==> src/rtl/reg_file_sb_if.sv <==
// Decode/writeback bus of the scoreboarded register file: read ports, writeback,
// issue and flush from the pipeline side; read data, busy flags and pending count back.
interface reg_file_sb_if #(
    parameter int DATA_W = 32,
    parameter int ADDR_W = 5,
    parameter int NRD    = 2
) ();
    logic [NRD*ADDR_W-1:0] ra;
    logic [NRD*DATA_W-1:0] rd;
    logic [NRD-1:0]        rbusy;
    logic                  we;
    logic [ADDR_W-1:0]     wa;
    logic [DATA_W-1:0]     wd;
    logic                  iss;
    logic [ADDR_W-1:0]     ia;
    logic                  flush;
    logic [ADDR_W:0]       pend_cnt;

    modport master (
        output ra, we, wa, wd, iss, ia, flush,
        input  rd, rbusy, pend_cnt
    );

    modport slave (
        input  ra, we, wa, wd, iss, ia, flush,
        output rd, rbusy, pend_cnt
    );
endinterface

==> src/rtl/reg_file_sb.sv <==
// Register file with NRD combinational read ports, one write port, optional hardwired
// zero register, same-cycle write bypass and a per-register pending scoreboard.
module reg_file_sb #(
    parameter int DATA_W   = 32,
    parameter int ADDR_W   = 5,
    parameter int NRD      = 2,
    parameter bit ZERO_REG = 1'b1,
    parameter bit BYPASS   = 1'b1
) (
    input logic          clk,
    input logic          reset,
    reg_file_sb_if.slave bus
);
    localparam int unsigned DEPTH = 2**ADDR_W;

    logic [DATA_W-1:0]             mem [DEPTH];
    logic [DEPTH-1:0]              pend;
    logic [DEPTH-1:0]              pend_nxt;
    logic [ADDR_W:0]               cnt;
    logic [ADDR_W:0]               cnt_nxt;
    logic                          wr_eff;
    logic                          iss_eff;
    logic                          set_ev;
    logic                          clr_ev;
    logic [NRD-1:0][ADDR_W-1:0]    ra_a;
    logic [NRD-1:0][DATA_W-1:0]    rd_a;
    logic [NRD-1:0]                busy_a;

    assign wr_eff  = bus.we  && !(ZERO_REG && (bus.wa == '0));
    assign iss_eff = bus.iss && !(ZERO_REG && (bus.ia == '0));

    always_ff @(posedge clk or negedge reset) begin
        if (!reset) begin
            for (int unsigned i = 0; i < DEPTH; i++) begin
                mem[i] <= '0;
            end
        end else if (wr_eff) begin
            mem[bus.wa] <= bus.wd;
        end
    end

    // Flush, then writeback clear, then issue set: issue wins on a shared address.
    always_comb begin
        pend_nxt = pend;
        if (bus.flush) begin
            pend_nxt = '0;
        end
        if (bus.we) begin
            pend_nxt[bus.wa] = 1'b0;
        end
        if (iss_eff) begin
            pend_nxt[bus.ia] = 1'b1;
        end
        if (ZERO_REG) begin
            pend_nxt[0] = 1'b0;
        end
    end

    // Incremental count; a clear is cancelled when the same bit is re-issued this edge.
    always_comb begin
        set_ev = iss_eff && !pend[bus.ia];
        clr_ev = bus.we && pend[bus.wa] && !(iss_eff && (bus.ia == bus.wa));
        if (bus.flush) begin
            cnt_nxt = {{ADDR_W{1'b0}}, iss_eff};
        end else begin
            cnt_nxt = cnt + {{ADDR_W{1'b0}}, set_ev} - {{ADDR_W{1'b0}}, clr_ev};
        end
    end

    always_ff @(posedge clk or negedge reset) begin
        if (!reset) begin
            pend <= '0;
            cnt  <= '0;
        end else begin
            pend <= pend_nxt;
            cnt  <= cnt_nxt;
        end
    end

    assign ra_a = bus.ra;

    // Array mux and bypass compare run in parallel; the compare only steers the final mux.
    always_comb begin
        rd_a   = '0;
        busy_a = '0;
        for (int unsigned k = 0; k < NRD; k++) begin
            if (reset && !(ZERO_REG && (ra_a[k] == '0))) begin
                if (BYPASS && wr_eff && (bus.wa == ra_a[k])) begin
                    rd_a[k] = bus.wd;
                end else begin
                    rd_a[k] = mem[ra_a[k]];
                end
                busy_a[k] = pend[ra_a[k]] && !(BYPASS && bus.we && (bus.wa == ra_a[k]));
            end
        end
    end

    assign bus.rd       = rd_a;
    assign bus.rbusy    = busy_a;
    assign bus.pend_cnt = cnt;
endmodule

==> src/flat_wrapper.sv <==
// flat-port wrapper written by rule: the top's interface ports become plain ports
module reg_file_sb_flat 
#(
    parameter int DATA_W   = 32,
    parameter int ADDR_W   = 5,
    parameter int NRD      = 2,
    parameter bit ZERO_REG = 1'b1,
    parameter bit BYPASS   = 1'b1
)
  (clk, reset, bus_ra, bus_we, bus_wa, bus_wd, bus_iss, bus_ia, bus_flush, bus_rd, bus_rbusy, bus_pend_cnt);
  reg_file_sb_if #(.DATA_W(DATA_W), .ADDR_W(ADDR_W), .NRD(NRD)) bus_i ();
  input logic clk;
  input logic reset;
  input wire logic [$bits(bus_i.ra)-1:0] bus_ra;
  input wire logic [$bits(bus_i.we)-1:0] bus_we;
  input wire logic [$bits(bus_i.wa)-1:0] bus_wa;
  input wire logic [$bits(bus_i.wd)-1:0] bus_wd;
  input wire logic [$bits(bus_i.iss)-1:0] bus_iss;
  input wire logic [$bits(bus_i.ia)-1:0] bus_ia;
  input wire logic [$bits(bus_i.flush)-1:0] bus_flush;
  output wire logic [$bits(bus_i.rd)-1:0] bus_rd;
  output wire logic [$bits(bus_i.rbusy)-1:0] bus_rbusy;
  output wire logic [$bits(bus_i.pend_cnt)-1:0] bus_pend_cnt;
  assign bus_i.ra = bus_ra;
  assign bus_i.we = bus_we;
  assign bus_i.wa = bus_wa;
  assign bus_i.wd = bus_wd;
  assign bus_i.iss = bus_iss;
  assign bus_i.ia = bus_ia;
  assign bus_i.flush = bus_flush;
  assign bus_rd = bus_i.rd;
  assign bus_rbusy = bus_i.rbusy;
  assign bus_pend_cnt = bus_i.pend_cnt;
  reg_file_sb #(.DATA_W(DATA_W), .ADDR_W(ADDR_W), .NRD(NRD), .ZERO_REG(ZERO_REG), .BYPASS(BYPASS)) u_core (.clk(clk), .reset(reset), .bus(bus_i));
endmodule
==> config.mk <==
export PLATFORM = sky130hd
export DESIGN_NAME = reg_file_sb_flat
export DESIGN_NICKNAME = d
export VERILOG_FILES = /design/src/rtl/reg_file_sb_if.sv /design/src/rtl/reg_file_sb.sv /design/src/flat_wrapper.sv
export SDC_FILE = /design/constraint.sdc
export NUM_CORES = 2
export LEC_CHECK = 0
export CAP_MARGIN = 20
export CORE_MARGIN = 2
export CORE_UTILIZATION = 63
export CTS_CLUSTER_SIZE = 30
export DETAILED_ROUTE_END_ITERATION = 10
export PLACE_DENSITY_LB_ADDON = 0.25
export SLEW_MARGIN = 40
export SYNTH_ARGS = -nofsm -noshare
export SYNTH_HDL_FRONTEND = slang
export SYNTH_SLANG_ARGS = --single-unit
export TNS_END_PERCENT = 10
==> constraint.sdc <==
create_clock -name clk -period 4.4 [get_ports clk]
set_input_delay 1.32 -clock clk [delete_from_list [all_inputs] [get_ports clk]]
set_output_delay 1.32 -clock clk [all_outputs]
set_load 0.05 [all_outputs]
-- Yosys cells after proc, flatten, opt, wreduce, memory -nomap -nowiden
Cells that the tools add are included.
Widths: inputs -> output; s select.
- register bits: 1061
- bits of input ports: 57
- output and inout bits: 72
- word-level logic and storage cells: 115
- add/subtract/negate cells: 2
- $lt $le $gt $ge: 10
- equal/unequal tests: 3
- mux-type cells: 31
- bitwise logic cells: 6
- reductions and logical operators: 29
- operators by type and width (cell ; count):
    $bwmux 1024 ; 1
    $mux 32 ; 12
    $bmux 32 s5 ; 2
    $demux 32 s5 ; 1
    $and 32x32->32 ; 1
    $not 32->32 ; 1
    $or 32x32->32 ; 1
    $lt 5x6->1 const B ; 4
    $bmux 1 s5 ; 4
    $logic_not 5->1 ; 4
    $ge 6x6->1 const B ; 3
    $not 5->6 ; 3
    $logic_and 1x1->1 ; 17
    $eq 5x5->1 ; 3
    $demux 1 s5 ; 2
    $ge 5x1->1 const B ; 2
    $logic_not 1->1 ; 8
    $mux 1 ; 8
    $add 6x1->6 ; 1
    $lt 6x1->1 const B ; 1
    $mux 6 ; 1
    $sub 6x1->6 ; 1

-- Depth between registers and ports, before layout
- depth after elaboration: 9
- mapped depth: 16

-- Worst setup path after synthesis
OpenSTA, ideal clock, no wires.
- path type: input port to output port
- start: in bus_ra[5]
- end: out bus_rbusy[1]
- data arrival time: 3.745 ns
- path slack: -0.665 ns
- stages: 8
- buffers on the path: 4
- cell sequence: buf_2 > buf_6 > buf_6 > buf_6 > mux2i_1 > a221oi_1 > o21bai_1 > a311oi_1
- cells in the longest elaborated chain, start to end: 5
- elaborated cells on any way between the ends: 10
- RTL lines (element ; line ; source):
    from (decl) ; flat_wrapper.sv:14 ; input wire logic [$bits(bus_i.ra)-1:0] bus_ra;
    branches (longest 4 deep; another with $bmux 1 s5) ; - ;
    $mux 1 * ; reg_file_sb.sv:87 ; if (reset && !(ZERO_REG && (ra_a[k] == '0))) begin
    to (decl) ; flat_wrapper.sv:22 ; output wire logic [$bits(bus_i.rbusy)-1:0] bus_rbusy;
Mark *: on every way between the ends. The select of a mux whose other input is x is not followed.

-- Final worst setup path
- start: in bus_ra[5]
- end: out bus_rd[49]
- cells in the longest elaborated chain, start to end: 6
- elaborated cells on any way between the ends: 11
- RTL lines (element ; line ; source):
    $not 5->6 (implied by the code) ; reg_file_sb.sv:91 ; rd_a[k] = mem[ra_a[k]];
    $bmux 32 s5 ; reg_file_sb.sv:91 ;
    $mux 32 (implied by the code) (2 in series) ; reg_file_sb.sv:91 ;
    $mux 32 ; reg_file_sb.sv:88 ; if (BYPASS && wr_eff && (bus.wa == ra_a[k])) begin
    $mux 32 * ; reg_file_sb.sv:87 ;
    to (decl) ; flat_wrapper.sv:21 ; output wire logic [$bits(bus_i.rd)-1:0] bus_rd;
Mark *: on every way between the ends. The rest lies on a longest branch, timed or not. The select of a mux whose other input is x is not followed.

==> impl_metrics.prom <==
# TYPE chip_impl_metric gauge
chip_impl_info{name="status",value="complete, but fails checks"} 1
chip_impl_info{name="failed_checks",value="setup timing"} 1
chip_impl_metric{name="pwr_density_cell",unit="nW/um^2"} 423.9
chip_impl_metric{name="chipWidth",unit="um"} 308.2
chip_impl_metric{name="final-max-slew-violation-count",unit=""} 0
chip_impl_metric{name="async_reset_ff_share",unit="%"} 100.0
chip_impl_metric{name="post_synth_and_or_nand_nor_area_fraction",unit="%"} 1.518
chip_impl_metric{name="timing.final.crit_share",unit="%"} 105.0
chip_impl_metric{name="hold_viol_final",unit=""} 0
chip_impl_info{name="synth_top_area_cell",value="sky130_fd_sc_hd__dfrtp_1"} 1
chip_impl_metric{name="ant_nets",unit=""} 0
chip_impl_metric{name="path_max_fanout",unit=""} 12
chip_impl_metric{name="tritoncts.num_buffers",unit=""} 114
chip_impl_metric{name="final_cells",unit=""} 5676
chip_impl_metric{name="io_buffers",unit=""} 128
chip_impl_metric{name="fin_worst_hold_slack",unit="ns"} 0.3926
chip_impl_metric{name="grt_overflow_total",unit=""} 0
chip_impl_metric{name="viasPerCell",unit=""} 7.248
chip_impl_metric{name="relative_contribution_of_combinational_cells_to_total_power",unit="%"} 24.3
chip_impl_metric{name="global_placer_s_final_weighted_congestion",unit=""} 0.9331
chip_impl_metric{name="synth.distinct_cells",unit=""} 47
chip_impl_metric{name="share_clk_of_total_power",unit="%"} 32.4
chip_impl_metric{name="drive_above_1_share",unit="%"} 54.97
chip_impl_metric{name="drt_pre_antenna_iters",unit=""} 6
chip_impl_metric{name="postLayoutSetupSlackWorst",unit="ns"} -0.2201
chip_impl_metric{name="irDropWorstVdd",unit="uV"} 372.4
chip_impl_metric{name="compound_gate_fraction_of_synth_area",unit="%"} 6.579
chip_impl_metric{name="yosys.area_share.xor_xnor",unit="%"} 0.2855
chip_impl_metric{name="final_nets",unit=""} 4460
chip_impl_metric{name="post_synth_instance_area",unit="sq um"} 58290
chip_impl_metric{name="initial_antenna_violation_count",unit=""} 2
chip_impl_metric{name="cts-htree-levels",unit=""} 3
chip_impl_metric{name="clk_pin_slew",unit="ns"} 0.06
chip_impl_metric{name="cellInternalPower",unit="mW"} 21.24
chip_impl_metric{name="pin_count",unit=""} 129
chip_impl_metric{name="final_core_utilization",unit="%"} 77.16
chip_impl_metric{name="count_of_vias_placed_by_the_detailed_router",unit=""} 41140
chip_impl_info{name="critical_path.cell_chain",value="buf_16 > buf_6 > buf_12 > buf_4 > mux2i_1 > a221oi_2 > o21bai_1 > a21oi_1 > a221o_2 > buf_12"} 1
chip_impl_info{name="critPathLaunchType",value="primary input"} 1
chip_impl_metric{name="fmaxAchievable",unit="MHz"} 216.4
chip_impl_info{name="rsz0062_at_grt",value="yes"} 1
chip_impl_info{name="worst-setup-path-type",value="in2out"} 1
chip_impl_info{name="ys_dominant_reg_cell",value="sky130_fd_sc_hd__dfrtp_1"} 1
chip_impl_info{name="synth_top_cells_by_count",value="sky130_fd_sc_hd__dfrtp_1, sky130_fd_sc_hd__mux2_2, sky130_fd_sc_hd__mux4_2"} 1
chip_impl_metric{name="power.switching",unit="mW"} 8.739
chip_impl_metric{name="initial_utilization",unit="%"} 63.59
chip_impl_metric{name="cp_data_required_time",unit="ns"} 3.08
chip_impl_metric{name="rows",unit=""} 111
chip_impl_metric{name="worstPathArrival",unit="ns"} 3.30
chip_impl_metric{name="final_design_area_no_fill",unit="sq um"} 70720
chip_impl_metric{name="die_area",unit="sq um"} 94970
chip_impl_metric{name="via_count_of_the_first_global_routing_pass",unit=""} 42830
chip_impl_metric{name="totalWireLength",unit="mm"} 184.3
chip_impl_info{name="cts.root.buffer_cell",value="sky130_fd_sc_hd__clkbuf_16"} 1
chip_impl_metric{name="post_synth_inst_count",unit=""} 4077
chip_impl_metric{name="worst_pin_slew",unit="ns"} 0.7983
chip_impl_metric{name="area_growth_syn_to_layout",unit="%"} 21.33
chip_impl_metric{name="die_h",unit="um"} 308.2
chip_impl_metric{name="synth.top_cell.area_share",unit="%"} 45.55
chip_impl_metric{name="cellLeakagePower",unit="nW"} 31.19
chip_impl_metric{name="drv.max_cap_violation_count",unit=""} 0
chip_impl_metric{name="synth-edff-count",unit=""} 0
chip_impl_metric{name="yosysSeqAreaShare",unit="%"} 45.55
chip_impl_info{name="crit_path_top_delay_cell",value="sky130_fd_sc_hd__a221o_2"} 1
chip_impl_metric{name="placed_cells",unit=""} 5404
chip_impl_metric{name="route.detailed.drc",unit=""} 0
chip_impl_metric{name="synth_mux_area_share",unit="%"} 41.97
chip_impl_metric{name="ys.warnings.count",unit=""} 0
chip_impl_metric{name="clk-insertion-delay-late",unit="ns"} 0.72
chip_impl_metric{name="clkSinkCount",unit=""} 1061
chip_impl_metric{name="grt_max_degree",unit=""} 156
chip_impl_metric{name="cts_hold_buffers",unit=""} 0
chip_impl_info{name="synth_most_common_cell",value="sky130_fd_sc_hd__dfrtp_1"} 1
chip_impl_metric{name="p_seq_share",unit="%"} 43.4
chip_impl_metric{name="global_route.usage.total",unit="%"} 38.83
chip_impl_metric{name="switching_part_of_the_total_power",unit="%"} 29.15
chip_impl_metric{name="slowest_delay",unit="ns"} 0.35
chip_impl_metric{name="syn_avg_cell_area",unit="sq um"} 14.30
chip_impl_metric{name="ctsLongestPathBuffers",unit=""} 3
chip_impl_metric{name="post_synth_fa_ha_maj_area_fraction",unit="%"} 0.1631
chip_impl_metric{name="rel_slew_slack",unit="%"} 46.78
chip_impl_metric{name="detailedRoute.firstIterationViolations",unit=""} 4947
chip_impl_metric{name="dp_hpwl",unit="mm"} 112.2
chip_impl_info{name="setup.worst_path.end_class",value="output pin"} 1
chip_impl_info{name="hp-class",value="reg2reg"} 1
chip_impl_info{name="main_combinational_cell_family_by_area_after_synthesis",value="multiplexers"} 1
chip_impl_metric{name="finalWorstPathRequiredPeriod",unit="ns"} 4.620
chip_impl_metric{name="grt_pass1_wl",unit="mm"} 273.2
chip_impl_metric{name="ys_ff_latch",unit=""} 1061
chip_impl_metric{name="finalSetupViolCount",unit=""} 66
chip_impl_metric{name="finalClockSkew",unit="ns"} 0.01269
chip_impl_info{name="critical-path-top-cell-by-count",value="sky130_fd_sc_hd__buf_12"} 1
chip_impl_metric{name="antennaDiodeCount",unit=""} 0
chip_impl_metric{name="synth_nets",unit=""} 4141
chip_impl_metric{name="detail_route.wl_per_cell",unit="um"} 32.47
chip_impl_info{name="synth.area.top_cells",value="sky130_fd_sc_hd__dfrtp_1, sky130_fd_sc_hd__mux2_2, sky130_fd_sc_hd__mux4_2"} 1
chip_impl_metric{name="detailed_place.area",unit="sq um"} 64670
chip_impl_info{name="tritoncts",value="built"} 1
chip_impl_metric{name="core_area",unit="sq um"} 91660
chip_impl_metric{name="setup_total_negative_slack",unit="ns"} -9.436
## layout make-up
class	count	area (sq um)
clock buffer	169	3371
clock inverter	41	410.4
fill	5138	20940
inverter	29	113.9
multi-input combinational	2524	30610
sequential	1061	26550
tap	1186	1484
timing repair buffer	666	8187
## stage by stage
stage | worst slack, ns | power [mW]
after floorplan | -0.03707 | 17.34
after global placement | -0.5245 | 19.39
after detailed placement | -0.5629 | 19.74
after CTS | -0.1953 | 29.61
after global routing | -0.3053 | 30.99
final | -0.2201 | 29.98
## repair_timing
item | CTS | global route
endpoints found under the hold margin | 0 | 0
setup buffers | 18 | 24
cloned | 10 | 8
pin swaps | 51 | 29
endpoints found under the setup margin | 66 | 66
gates resized for setup | 199 | 101
## metal layers
layer / global-route usage [%] / wire (um)
met5: 0 / 0
met1: 50.51 / 67780
met4: 22.55 / 12370
met3: 8.376 / 17230
met2: 60.84 / 86940
## power by group through the flow
stage | Combinational [mW] | Sequential (mW) | Clock (mW)
CTS | 7.01 | 12.9 | 9.73
detailed placement | 6.72 | 13.0 | 0
global placement | 6.54 | 12.9 | 0
global route | 7.67 | 13.2 | 10.1
floorplan | 4.70 | 12.6 | 0
finish | 7.27 | 13.0 | 9.70
## critical path: cells and delay by family
family | cells | cell delay (ns)
mux | 1 | 0.28
compound gates | 4 | 0.90
buf+inv | 5 | 0.78
## placed cells by master, fill, tap and decap left out, types with 27 or more instances in the layout
cell type,n
sky130_fd_sc_hd__a21oi_1,102
sky130_fd_sc_hd__a21oi_2,36
sky130_fd_sc_hd__a221o_2,46
sky130_fd_sc_hd__a221oi_1,82
sky130_fd_sc_hd__a221oi_2,50
sky130_fd_sc_hd__a22oi_1,38
sky130_fd_sc_hd__a22oi_2,28
sky130_fd_sc_hd__buf_12,159
sky130_fd_sc_hd__buf_16,30
sky130_fd_sc_hd__buf_4,351
sky130_fd_sc_hd__buf_6,52
sky130_fd_sc_hd__clkbuf_16,124
sky130_fd_sc_hd__clkbuf_8,30
sky130_fd_sc_hd__clkdlybuf4s50_1,45
sky130_fd_sc_hd__dfrtp_1,1061
sky130_fd_sc_hd__inv_1,27
sky130_fd_sc_hd__mux2_2,994
sky130_fd_sc_hd__mux2i_1,373
sky130_fd_sc_hd__mux4_2,411
sky130_fd_sc_hd__nand2_1,72
sky130_fd_sc_hd__o21bai_1,65
## logic make-up (layout without fill, tap and decap cells)
group                    count (synthesis)  in the layout
AO/OA/AOI/OAI                          513            513
XOR/XNOR                                19             19
adder cells (fa/ha/maj)                  7              7
buffers and inverters                  492            905
flip-flops                            1061           1061
multiplexers                          1806           1806
AND/OR/NAND/NOR                        179            179
## flip-flops by register name, summed over array words and instances, names as in the netlist
signal,flops
u_core.mem,1024
u_core.pend,31
u_core.bus.pend_cnt,6
## path summary, 6_finish.rpt
| path | start | to | slack, ns | cells after the start |
|---|---|---|---|---|
| setup / recovery | bus_ra[5] | bus_rd[49] | -0.22 | 10 |
| hold / removal | u_core.mem[1003]$_DFFE_PN0P_ | u_core.mem[1003]$_DFFE_PN0P_ | 0.39 | 0 |
| setup reg to reg | u_core.pend[27]$_DFF_PN0_ | u_core.bus.pend_cnt[4]$_DFF_PN0_ | 1.16 | 14 |
| hold reg to reg | u_core.mem[1003]$_DFFE_PN0P_ | u_core.mem[1003]$_DFFE_PN0P_ | 0.39 | 0 |
| max in group asynchronous | reset | u_core.mem[968]$_DFFE_PN0P_ | 1.57 | 6 |
| min in group asynchronous | reset | u_core.mem[829]$_DFFE_PN0P_ | 0.60 | 2 |
Power figures use the tool's default switching activity.
